<file path="src/rtl/sccb_pkg.sv">
// Shared types and helpers for the SCCB write arbiter.
package sccb_pkg;

  typedef enum logic [2:0] {
    IDLE      = 3'd0,
    START     = 3'd1,
    WAIT_BUSY = 3'd2,
    WAIT_DONE = 3'd3,
    DONE      = 3'd4
  } state_t;

  // Cycles allowed for the master to drop ready after a start pulse.
  localparam int BUSY_WAIT_DEFAULT = 16;

  // Number of clock cycles in TIMEOUT_US microseconds.
  function automatic int calc_to_cyc(input int clk_f, input int timeout_us);
    return (clk_f / 1_000_000) * timeout_us;
  endfunction

endpackage

</file>
<file path="src/rtl/rr_picker.sv">
// Combinational round-robin selector: first set request after 'last', wrapping.
module rr_picker #(
  parameter int N  = 2,
  parameter int IW = 1
) (
  input  logic [N-1:0]  req,
  input  logic [IW-1:0] last,
  output logic [N-1:0]  gnt,
  output logic [IW-1:0] idx,
  output logic          valid
);

  int pos;

  // Scan last+1, last+2, ... modulo N and take the first pending request.
  always_comb begin
    gnt   = '0;
    idx   = '0;
    valid = 1'b0;
    pos   = 0;
    for (int k = 1; k <= N; k++) begin
      pos = int'(last) + k;
      if (pos >= N) pos = pos - N;
      if (!valid && req[pos[IW-1:0]]) begin
        valid              = 1'b1;
        gnt[pos[IW-1:0]]   = 1'b1;
        idx                = pos[IW-1:0];
      end
    end
  end

endmodule

</file>
<file path="src/rtl/sccb_arbiter.sv">
// Round-robin arbiter sharing one SCCB master among N_REQ register writers,
// with a start-acknowledge watchdog and a whole-transaction timeout.
module sccb_arbiter
  import sccb_pkg::*;
#(
  parameter int N_REQ      = 2,
  parameter int CLK_F      = 100_000_000,
  parameter int TIMEOUT_US = 1000,
  parameter int BUSY_WAIT  = BUSY_WAIT_DEFAULT
) (
  input  logic                 i_clk,
  input  logic                 i_rstn,
  input  logic [N_REQ-1:0]     i_req,
  input  logic [8*N_REQ-1:0]   i_addr,
  input  logic [8*N_REQ-1:0]   i_data,
  output logic [N_REQ-1:0]     o_gnt,
  output logic [N_REQ-1:0]     o_done,
  output logic [N_REQ-1:0]     o_err,
  output logic                 o_busy,
  output logic                 o_sccb_start,
  output logic [7:0]           o_sccb_addr,
  output logic [7:0]           o_sccb_data,
  input  logic                 i_sccb_ready
);

  localparam int IW     = $clog2(N_REQ);
  localparam int TO_CYC = calc_to_cyc(CLK_F, TIMEOUT_US);
  localparam int TW     = $clog2(TO_CYC + 1);

  localparam logic [TW-1:0] TO_LOAD  = TW'(TO_CYC);
  localparam logic [TW-1:0] BW_LOAD  = TW'(BUSY_WAIT);
  localparam logic [IW-1:0] LAST_RST = IW'(N_REQ - 1);

  state_t            state_reg, state_next;
  logic [N_REQ-1:0]  gnt_reg, gnt_next;
  logic [IW-1:0]     win_reg, win_next;
  logic [IW-1:0]     last_reg, last_next;
  logic [7:0]        addr_reg, addr_next;
  logic [7:0]        data_reg, data_next;
  logic [TW-1:0]     timer_reg, timer_next;
  logic              err_reg, err_next;

  logic [N_REQ-1:0]  pick_gnt;
  logic [IW-1:0]     pick_idx;
  logic              pick_valid;

  logic [7:0] addr_arr [N_REQ];
  logic [7:0] data_arr [N_REQ];

  // Unpack the per-requester address/data slices.
  for (genvar gi = 0; gi < N_REQ; gi++) begin : g_unpack
    assign addr_arr[gi] = i_addr[8*gi +: 8];
    assign data_arr[gi] = i_data[8*gi +: 8];
  end

  rr_picker #(
    .N  (N_REQ),
    .IW (IW)
  ) u_picker (
    .req   (i_req),
    .last  (last_reg),
    .gnt   (pick_gnt),
    .idx   (pick_idx),
    .valid (pick_valid)
  );

  // State, grant, latches and timer; reset returns everything to idle at once.
  always_ff @(posedge i_clk or negedge i_rstn) begin
    if (!i_rstn) begin
      state_reg <= IDLE;
      gnt_reg   <= '0;
      win_reg   <= '0;
      last_reg  <= LAST_RST;
      addr_reg  <= '0;
      data_reg  <= '0;
      timer_reg <= '0;
      err_reg   <= 1'b0;
    end else begin
      state_reg <= state_next;
      gnt_reg   <= gnt_next;
      win_reg   <= win_next;
      last_reg  <= last_next;
      addr_reg  <= addr_next;
      data_reg  <= data_next;
      timer_reg <= timer_next;
      err_reg   <= err_next;
    end
  end

  // Transaction sequencing: grant, start, wait for busy, wait for idle, report.
  always_comb begin
    state_next = state_reg;
    gnt_next   = gnt_reg;
    win_next   = win_reg;
    last_next  = last_reg;
    addr_next  = addr_reg;
    data_next  = data_reg;
    timer_next = timer_reg;
    err_next   = err_reg;
    case (state_reg)
      IDLE: begin
        // Only start when the master is idle, so a start pulse is never lost.
        if (pick_valid && i_sccb_ready) begin
          gnt_next   = pick_gnt;
          win_next   = pick_idx;
          addr_next  = addr_arr[pick_idx];
          data_next  = data_arr[pick_idx];
          state_next = START;
        end
      end
      START: begin
        timer_next = BW_LOAD;
        state_next = WAIT_BUSY;
      end
      WAIT_BUSY: begin
        if (!i_sccb_ready) begin
          timer_next = TO_LOAD;
          state_next = WAIT_DONE;
        end else if (timer_reg <= TW'(1)) begin
          err_next   = 1'b1;
          state_next = DONE;
        end else begin
          timer_next = timer_reg - TW'(1);
        end
      end
      WAIT_DONE: begin
        if (i_sccb_ready) begin
          state_next = DONE;
        end else if (timer_reg <= TW'(1)) begin
          err_next   = 1'b1;
          state_next = DONE;
        end else begin
          timer_next = timer_reg - TW'(1);
        end
      end
      DONE: begin
        gnt_next   = '0;
        last_next  = win_reg;
        err_next   = 1'b0;
        state_next = IDLE;
      end
      default: state_next = IDLE;
    endcase
  end

  assign o_gnt        = gnt_reg;
  assign o_busy       = (state_reg != IDLE);
  assign o_sccb_start = (state_reg == START);
  assign o_sccb_addr  = addr_reg;
  assign o_sccb_data  = data_reg;
  assign o_done       = (state_reg == DONE) ? gnt_reg : '0;
  assign o_err        = (state_reg == DONE && err_reg) ? gnt_reg : '0;

endmodule

</file>
<file path="config.mk">
export PLATFORM = sky130hd
export DESIGN_NAME = sccb_arbiter
export DESIGN_NICKNAME = d
export VERILOG_FILES = /design/src/rtl/sccb_pkg.sv /design/src/rtl/rr_picker.sv /design/src/rtl/sccb_arbiter.sv
export SDC_FILE = /design/constraint.sdc
export NUM_CORES = 1
export LEC_CHECK = 0
export CELL_PAD_IN_SITES_DETAIL_PLACEMENT = 1
export CELL_PAD_IN_SITES_GLOBAL_PLACEMENT = 2
export CORE_MARGIN = 2
export CORE_UTILIZATION = 37
export CTS_CLUSTER_SIZE = 14
export DETAILED_ROUTE_END_ITERATION = 16
export DONT_BUFFER_PORTS = 1
export PLACE_DENSITY = 0.8
export SLEW_MARGIN = 25
export SYNTH_ARGS = -nofsm -noshare
export SYNTH_HDL_FRONTEND = slang
export SYNTH_SLANG_ARGS = --single-unit
</file>
<file path="constraint.sdc">
create_clock -name i_clk -period 3.1 [get_ports i_clk]
set_input_delay 0.31 -clock i_clk [delete_from_list [all_inputs] [get_ports i_clk]]
set_output_delay 0.31 -clock i_clk [all_outputs]
set_load 0.1 [all_outputs]
</file>
==> results of run 1 <==
==> layout by cell type, fill, tap and decap left out, drive strengths merged, types with 3 or more instances in the layout <==
master,instances
buf,13
nor2,36
dfrtp,40
mux2i,16
or4,5
nand2,17
a21oi,22
o21ai,9
inv,7
clkbuf,6
or3,6
nand3,6
xnor2,7
nor4,6
o211ai,3
a211oi,4
nor3,3
==> kinds of logic (layout without fill, tap and decap cells) <==
group	after synthesis	count (layout)	share of synthesized area [%]
compound gates	55	55	16.32
xor+xnor	8	8	3.241
fa+ha+maj	2	2	1.157
buf+inv	18	29	3.183
flops	41	41	47.51
mux	17	17	7.928
simple gates	90	90	20.66
==> critical path, stage by stage (launching register included) <==
cell and delay (ns):
dfrtp_1 0.41, or4_4 0.57, or2_2 0.28, a2111oi_0 0.64, xnor2_1 0.20, nor2_1 0.07
==> through the flow <==
step | util, % | hold slack [ns] | setup WS, ns | cell area, µm²
global route | 44.20 | 0.1623 | 0.6768 | 2464
CTS | 44.06 | 0.1638 | 0.7449 | 2456
detailed placement | 41.37 | 0.01587 | 0.8778 | 2306
floorplan | - | 0.01441 | 0.6868 | 2162
finish | 44.20 | 0.1719 | 0.7728 | 2464
global placement | 41.37 | 0.01606 | 0.9053 | 2306
==> layout make-up <==
class | count | share of cell area [%]
Timing Repair Buffer | 14 | 4.876
Tap cell | 72 | 3.657
Inverter | 7 | 1.067
Multi-Input combinational cell | 172 | 43.83
Clock inverter | 2 | 1.524
Sequential cell | 41 | 41.70
Clock buffer | 6 | 3.352
==> synthesized netlist by cell type (4+ instances only) <==
cell type	n	area share, %
dfrtp_1	40	46
nor2_1	36	6.3
a21oi_1	22	5.1
nand2_1	17	3.0
mux2i_1	16	7.4
o21ai_0	9	2.1
clkbuf_1	8	1.4
inv_1	7	1.2
xnor2_1	7	2.8
nand3_1	6	1.4
nor4_1	6	1.7
a211oi_1	4	1.4
or3_1	4	1.2
==> worst max path at each step <==
stage                  start             end  slack (ns)  depth (start not counted)
2_1_floorplan   state_reg[1]  o_sccb_addr[0]        0.69                          6
3_3_place_gp    timer_reg[8]   timer_reg[13]        0.91                          5
3_5_place_dp   timer_reg[10]   timer_reg[13]        0.88                          5
4_1_cts         timer_reg[8]   timer_reg[13]        0.74                          5
5_1_grt         timer_reg[8]    timer_reg[4]        0.68                          6
6_report       timer_reg[10]   timer_reg[13]        0.77                          5
==> timing repair <==
action / CTS / global route
hold buffers: 2 / 0
hold endpoints to repair: 41 / 0
resized for setup: 0 / 0
==> metal layers <==
layer	vias to the layer above	GRT usage, %	share of wire [%]
met4	0	5.593	1.1
met3	6	4.157	4.7
li1	852	-	-
met5	-	0	0
met2	43	26.67	49
met1	868	24.04	45
==> results.yml, run 1 <==
synthesis:
  syn_area_per_cell_um2: 9.360
  syn_inst: 231
  synth_nets: 270
  seq_area_frac_synth_pct: 47.51
  yosysWarningCount: 0
  ys_ff_latch: 41
  synthDistinctLibCells: 46
  ys.flop_type: "dfrtp_1"
  async_flop_share_pct: 100.0
  syn_area_mm2: 0.002162
  synth_edf_count: 0
sta:
  hold_viol_final: 0
  rsz0062_at_grt: "no"
  worst_pin_slew_ns: 0.9228
  setup_viol: 0
  maxSlewHeadroom_pct: 38.48
  max_freq_mhz: 429.7
  fin_setup_tns_ns: 0
  fin_crit_sh_pct: 75.07
  fin_crit_ns: 2.327
  drv_slew: 0
  finClkSkew_ns: 0.004808
route:
  drt-vias-per-instance: 5.634
  drtAntennaViolNets: 0
  dr.first_iter.drc_count: 63
  drc: 0
  drt_first_pass_iters: 4
  vias: 1769
  wl_per_cell_um: 16.82
  finalWirelength_um: 5283
die:
  row_count: 27
  die_w_um: 80.44
  die_y_um: 80.44
  io_pins: 61
  initial_core_util_pct: 38.79
  dieArea_mm2: 0.006471
  core_area_mm2: 0.005574
global_route:
  grt_pass1_wl_um: 8618
  grt_max_degree: 42
  antenna_found_initial: 0
  grt_pass1_vias: 1695
  gr-total-overflow: 0
  grt_use_total_pct: 17.34
layout:
  seq_area_mm2: 0.001027
  multiInputGateArea_mm2: 0.001080
  largest_register_ffs: 17
  final_cells: 314
  fillCellCount: 654
  nets: 280
  area_growth_pct: 13.95
  drive_gt1_share_pct: 14.05
  antenna_cells: 0
worst_hold_path:
  hp-class: "input pin to register"
  holdPathStages: 2
  min_from: "i_sccb_ready"
  holdPathEnd: "state_reg[2]"
critical_path:
  worst_ep_required_time_ns: 3.24
  cp-end-kind: "register"
  r2r_start: "timer_reg[10]"
  cp_data_arrival_time_ns: 2.47
  r2r_slack_ns: 0.77
  crit_type: "register to register"
  worstSetupStartpointType: "register"
  r2r_cells: 5
  regToRegEndpoint: "timer_reg[13]"
  path_max_fanout: 5
cts:
  post_cts_buffers: 0
  h-tree-depth: 2
  cts_buffers: 5
  clock-root-buffer: "clkbuf_8"
  cts_sinks: 41
  clock_latency_ns: 0.29
  clk_pin_slew_ns: 0.08
  tritoncts: "done"
  clockBufferDepth: 2
placement:
  gp_congestion: 0.8109
  numPortBuffers: 0
  place_hpwl_um: 3783
  dp_cells: 304
run_status:
  outcome: "completed"
flow_run:
  drv_cap: 0
Power of run 1 is not shown: default switching activity piles up to over one toggle a cycle in this logic, so the estimate is an artifact.
==> run 2: changes to the inputs <==
==> constraint.sdc (replaced) <==
create_clock -name i_clk -period 2.41 [get_ports i_clk]
set_input_delay 0.241 -clock i_clk [delete_from_list [all_inputs] [get_ports i_clk]]
set_output_delay 0.241 -clock i_clk [all_outputs]
set_load 0.1 [all_outputs]
==> run 2 against run 1 <==
- fmax increased by 2.9%
- setup slack got worse by 0.62 ns
- routed wire length increased by 6.6%
- worst hold slack got worse by 0.066 ns
- register-to-register slack got worse by 0.62 ns
- critical path depth unchanged
- highest routed layer unchanged
- non-clock buffer count increased by 22
==> results.yml, run 2 (synthesis gave the netlist of run 1 again) <==
sta:
  worst_pin_slew_ns: 0.6238
  fin_crit_ns: 2.262
  max_freq_mhz: 442.2
  drv_slew: 0
  rsz0062_at_grt: "no"
  fin_setup_tns_ns: 0
  maxSlewHeadroom_pct: 58.23
  setup_viol: 0
  hold_viol_final: 0
  finClkSkew_ns: 0.008093
  fin_crit_sh_pct: 93.84
placement:
  gp_congestion: 0.8438
  numPortBuffers: 0
  place_hpwl_um: 4036
route:
  dr.first_iter.drc_count: 117
  vias: 1895
  finalWirelength_um: 5631
  drt-vias-per-instance: 5.640
  drtAntennaViolNets: 0
  drt_first_pass_iters: 4
  wl_per_cell_um: 16.76
  drc: 0
critical_path:
  regToRegEndpoint: "timer_reg[15]"
  worstSetupStartpointType: "register"
  path_max_fanout: 6
  cp_data_arrival_time_ns: 2.48
  r2r_start: "timer_reg[8]"
  cp-end-kind: "register"
  r2r_cells: 5
  worst_ep_required_time_ns: 2.63
  crit_type: "register to register"
  r2r_slack_ns: 0.15
cts:
  cts_buffers: 5
  clock-root-buffer: "clkbuf_8"
  h-tree-depth: 2
  tritoncts: "done"
  cts_sinks: 41
  clock_latency_ns: 0.30
  clockBufferDepth: 2
  clk_pin_slew_ns: 0.09
layout:
  antenna_cells: 0
  fillCellCount: 662
  final_common_cell: "dfrtp_1"
  multiInputGateArea_mm2: 0.001081
  final_cell_mix: "40 x dfrtp_1, 35 x nor2_1, 34 x buf_4"
  drive_gt1_share_pct: 21.97
  nets: 302
  largest_register_ffs: 17
  seq_area_mm2: 0.001027
  area_growth_pct: 21.41
die:
  die_w_um: 80.44
  row_count: 27
  dieArea_mm2: 0.006471
  initial_core_util_pct: 38.79
  die_y_um: 80.44
  core_area_mm2: 0.005574
  io_pins: 61
global_route:
  grt_use_total_pct: 18.30
  gr-total-overflow: 0
  antenna_found_initial: 0
  grt_max_degree: 42
  grt_pass1_wl_um: 9225
  grt_pass1_vias: 1912
worst_hold_path:
  hp-class: "input pin to register"
  min_from: "i_req[0]"
  holdPathStages: 2
  holdPathEnd: "o_gnt[0]"
run_status:
  outcome: "completed"
flow_run:
  drv_cap: 0
[run 2: cell types whose count changed in the layout (fill, tap and decap cells not counted), sizes merged]
cell and change:
buf +22, clkinv +1, clkbuf -1
[run 2: metrics by stage]
step	setup slack (ns)	util (%)	hold slack [ns]	cell area [µm²]	std cells
after global placement	0.2190	44.38	-0.05263	2474	326
after floorplan	0.2672	-	-0.05459	2165	231
after global routing	0.04025	47.09	0.1014	2625	336
after CTS	0.1588	46.98	0.1040	2619	336
final	0.1484	47.09	0.1055	2625	336
after detailed placement	0.1732	44.38	-0.05356	2474	326
[run 2: worst max-delay path, stage by stage, from the launching register on]
cell and delay, ns:
dfrtp_1 0.44, or4_4 0.54, or3_4 0.38, or4_4 0.53, o31a_1 0.24, o21ai_0 0.07
[run 2: cell type report]
class	count	share of cell area, %
clock buffers	5	2.622
well taps	72	3.432
multi-input cells	172	41.18
repair buffers	36	10.87
flip-flops and latches	41	39.13
clock inverters	3	1.764
inverters	7	1.001
[run 2: metal layers]
metal | global-route usage [%] | vias up | part of all wire [%]
li1 | - | 900 | -
met1 | 23.70 | 946 | 45
met2 | 30.67 | 43 | 50
met3 | 3.933 | 6 | 4.3
met4 | 5.424 | 0 | 1.0
met5 | 0 | - | 0
[run 2: worst max path at each step]
| stage | startpoint | endpoint | slack [ns] |
|---|---|---|---|
| 3_3_place_gp | timer_reg[8] | timer_reg[15] | 0.22 |
| 6_report | timer_reg[8] | timer_reg[15] | 0.15 |
| 3_5_place_dp | timer_reg[8] | timer_reg[15] | 0.17 |
| 4_1_cts | timer_reg[8] | timer_reg[15] | 0.16 |
| 2_1_floorplan | timer_reg[10] | timer_reg[15] | 0.27 |
| 5_1_grt | timer_reg[1] | timer_reg[10] | 0.04 |
[run 2: timing repair]
action                                  CTS  global route
hold endpoints to repair                 41             0
buffers inserted                          0             0
endpoints found under the setup margin    0             3
gates resized for setup                   0             1
hold buffers                              2             0
Power of run 2 is left out for the same reason.
==> run 3: changes to the inputs <==
--- a/config.mk
+++ b/config.mk
@@ -5,7 +5,7 @@
 export SDC_FILE = /design/constraint.sdc
 export NUM_CORES = 1
 export LEC_CHECK = 0
-export CELL_PAD_IN_SITES_DETAIL_PLACEMENT = 1
+export CELL_PAD_IN_SITES_DETAIL_PLACEMENT = 2
 export CELL_PAD_IN_SITES_GLOBAL_PLACEMENT = 2
 export CORE_MARGIN = 2
 export CORE_UTILIZATION = 37
==> run 3 against run 2 <==
- critical endpoint unchanged
- first-iteration DRC count shrank 22%
- clock skew fell by 0.00086 ns
- cell area is 2.0% higher
- count of clock-buffer cells in the layout unchanged
- die area is the same
- register-to-register slack got worse by 0.09 ns
- non-clock buffer count rose by 3
- flip-flop and latch count stayed put
- cell count rose by 0.89%
==> results.yml, run 3 (synthesis gave the netlist of run 1 again) <==
run_status:
  outcome: "completed"
worst_hold_path:
  min_from: "i_req[0]"
  holdPathStages: 2
  holdPathEnd: "o_gnt[0]"
  hp-class: "input pin to register"
sta:
  drv_slew: 0
  worst_pin_slew_ns: 0.6894
  fin_setup_tns_ns: 0
  finClkSkew_ns: 0.007236
  maxSlewHeadroom_pct: 53.84
  max_freq_mhz: 424.9
  hold_viol_final: 0
  fin_crit_ns: 2.354
  setup_viol: 0
  rsz0062_at_grt: "no"
  fin_crit_sh_pct: 97.66
  whs_ns: 0.1104
layout:
  antenna_cells: 0
  nets: 305
  multiInputGateArea_mm2: 0.001089
  fillCellCount: 607
  final_cell_mix: "39 x dfrtp_1, 37 x buf_4, 35 x nor2_1"
  seq_area_mm2: 0.001028
  largest_register_ffs: 17
  drive_gt1_share_pct: 23.60
  area_growth_pct: 23.90
  final_common_cell: "dfrtp_1"
critical_path:
  r2r_start: "timer_reg[10]"
  r2r_slack_ns: 0.06
  regToRegEndpoint: "timer_reg[15]"
  worstSetupStartpointType: "register"
  cp-end-kind: "register"
  cp_data_arrival_time_ns: 2.56
  r2r_cells: 5
  crit_type: "register to register"
  worst_ep_required_time_ns: 2.61
  path_max_fanout: 5
route:
  dr.first_iter.drc_count: 91
  vias: 1954
  drc: 0
  drtAntennaViolNets: 0
  drt-vias-per-instance: 5.764
  wl_per_cell_um: 20.74
  finalWirelength_um: 7032
  drt_first_pass_iters: 4
die:
  die_y_um: 80.44
  core_area_mm2: 0.005574
  dieArea_mm2: 0.006471
  die_w_um: 80.44
  row_count: 27
  initial_core_util_pct: 38.79
  io_pins: 61
cts:
  tritoncts: "done"
  clockBufferDepth: 2
  h-tree-depth: 2
  clock-root-buffer: "clkbuf_8"
  cts_buffers: 5
  cts_sinks: 41
  clock_latency_ns: 0.30
  clk_pin_slew_ns: 0.09
placement:
  gp_congestion: 0.8438
  place_hpwl_um: 4733
  numPortBuffers: 0
global_route:
  antenna_found_initial: 0
  gr-total-overflow: 0
  grt_pass1_wl_um: 11180
  grt_max_degree: 42
  grt_pass1_vias: 2124
  grt_use_total_pct: 23.01
flow_run:
  drv_cap: 0
[run 3: through the flow]
step	std cells	utilization, %	instance area [µm²]	setup WS (ns)
6_report	339	48.06	2679	0.05640
3_5_place_dp	326	44.38	2474	0.1258
5_1_grt	339	48.06	2679	0.002375
3_3_place_gp	326	44.38	2474	0.2190
4_1_cts	336	47.50	2648	0.05349
2_1_floorplan	231	-	2165	0.2672
[run 3: metal layers]
layer,track usage [%],up-vias,part of all wire [%]
li1,-,903,-
met1,28.44,992,43
met2,39.75,47,51
met3,4.944,12,3.7
met4,7.627,0,1.6
met5,0,-,0
[run 3: area by class of cell]
type | instances | area share [%]
repair buffers | 39 | 11.49
inverters | 7 | 0.9808
clock buffers | 5 | 2.569
multi-input cells | 172 | 40.64
flip-flops and latches | 41 | 38.39
well taps | 72 | 3.363
clock inverters | 3 | 2.569
[run 3: how the worst max path moves through the flow]
stage                        from            end  cells after the start
floorplan           timer_reg[10]  timer_reg[15]                      5
global placement     timer_reg[8]  timer_reg[15]                      5
detailed placement   timer_reg[8]  timer_reg[15]                      5
CTS                  timer_reg[8]  timer_reg[15]                      5
global route        timer_reg[10]  timer_reg[15]                      5
finish              timer_reg[10]  timer_reg[15]                      5
[run 3: worst max-delay path, stage by stage, from the launching register on]
cell	delay [ns]
dfrtp_1	0.43
or4_4	0.58
or3_4	0.37
or4_4	0.54
o31a_1	0.24
o21ai_0	0.10
[run 3: repair_timing]
item,in CTS,in global routing
endpoints found under the setup margin,4,3
pin swaps,0,1
hold buffers,2,0
hold endpoints to repair,41,0
buffers inserted,0,3
resized for setup,2,2
Power of run 3 is left out for the same reason.
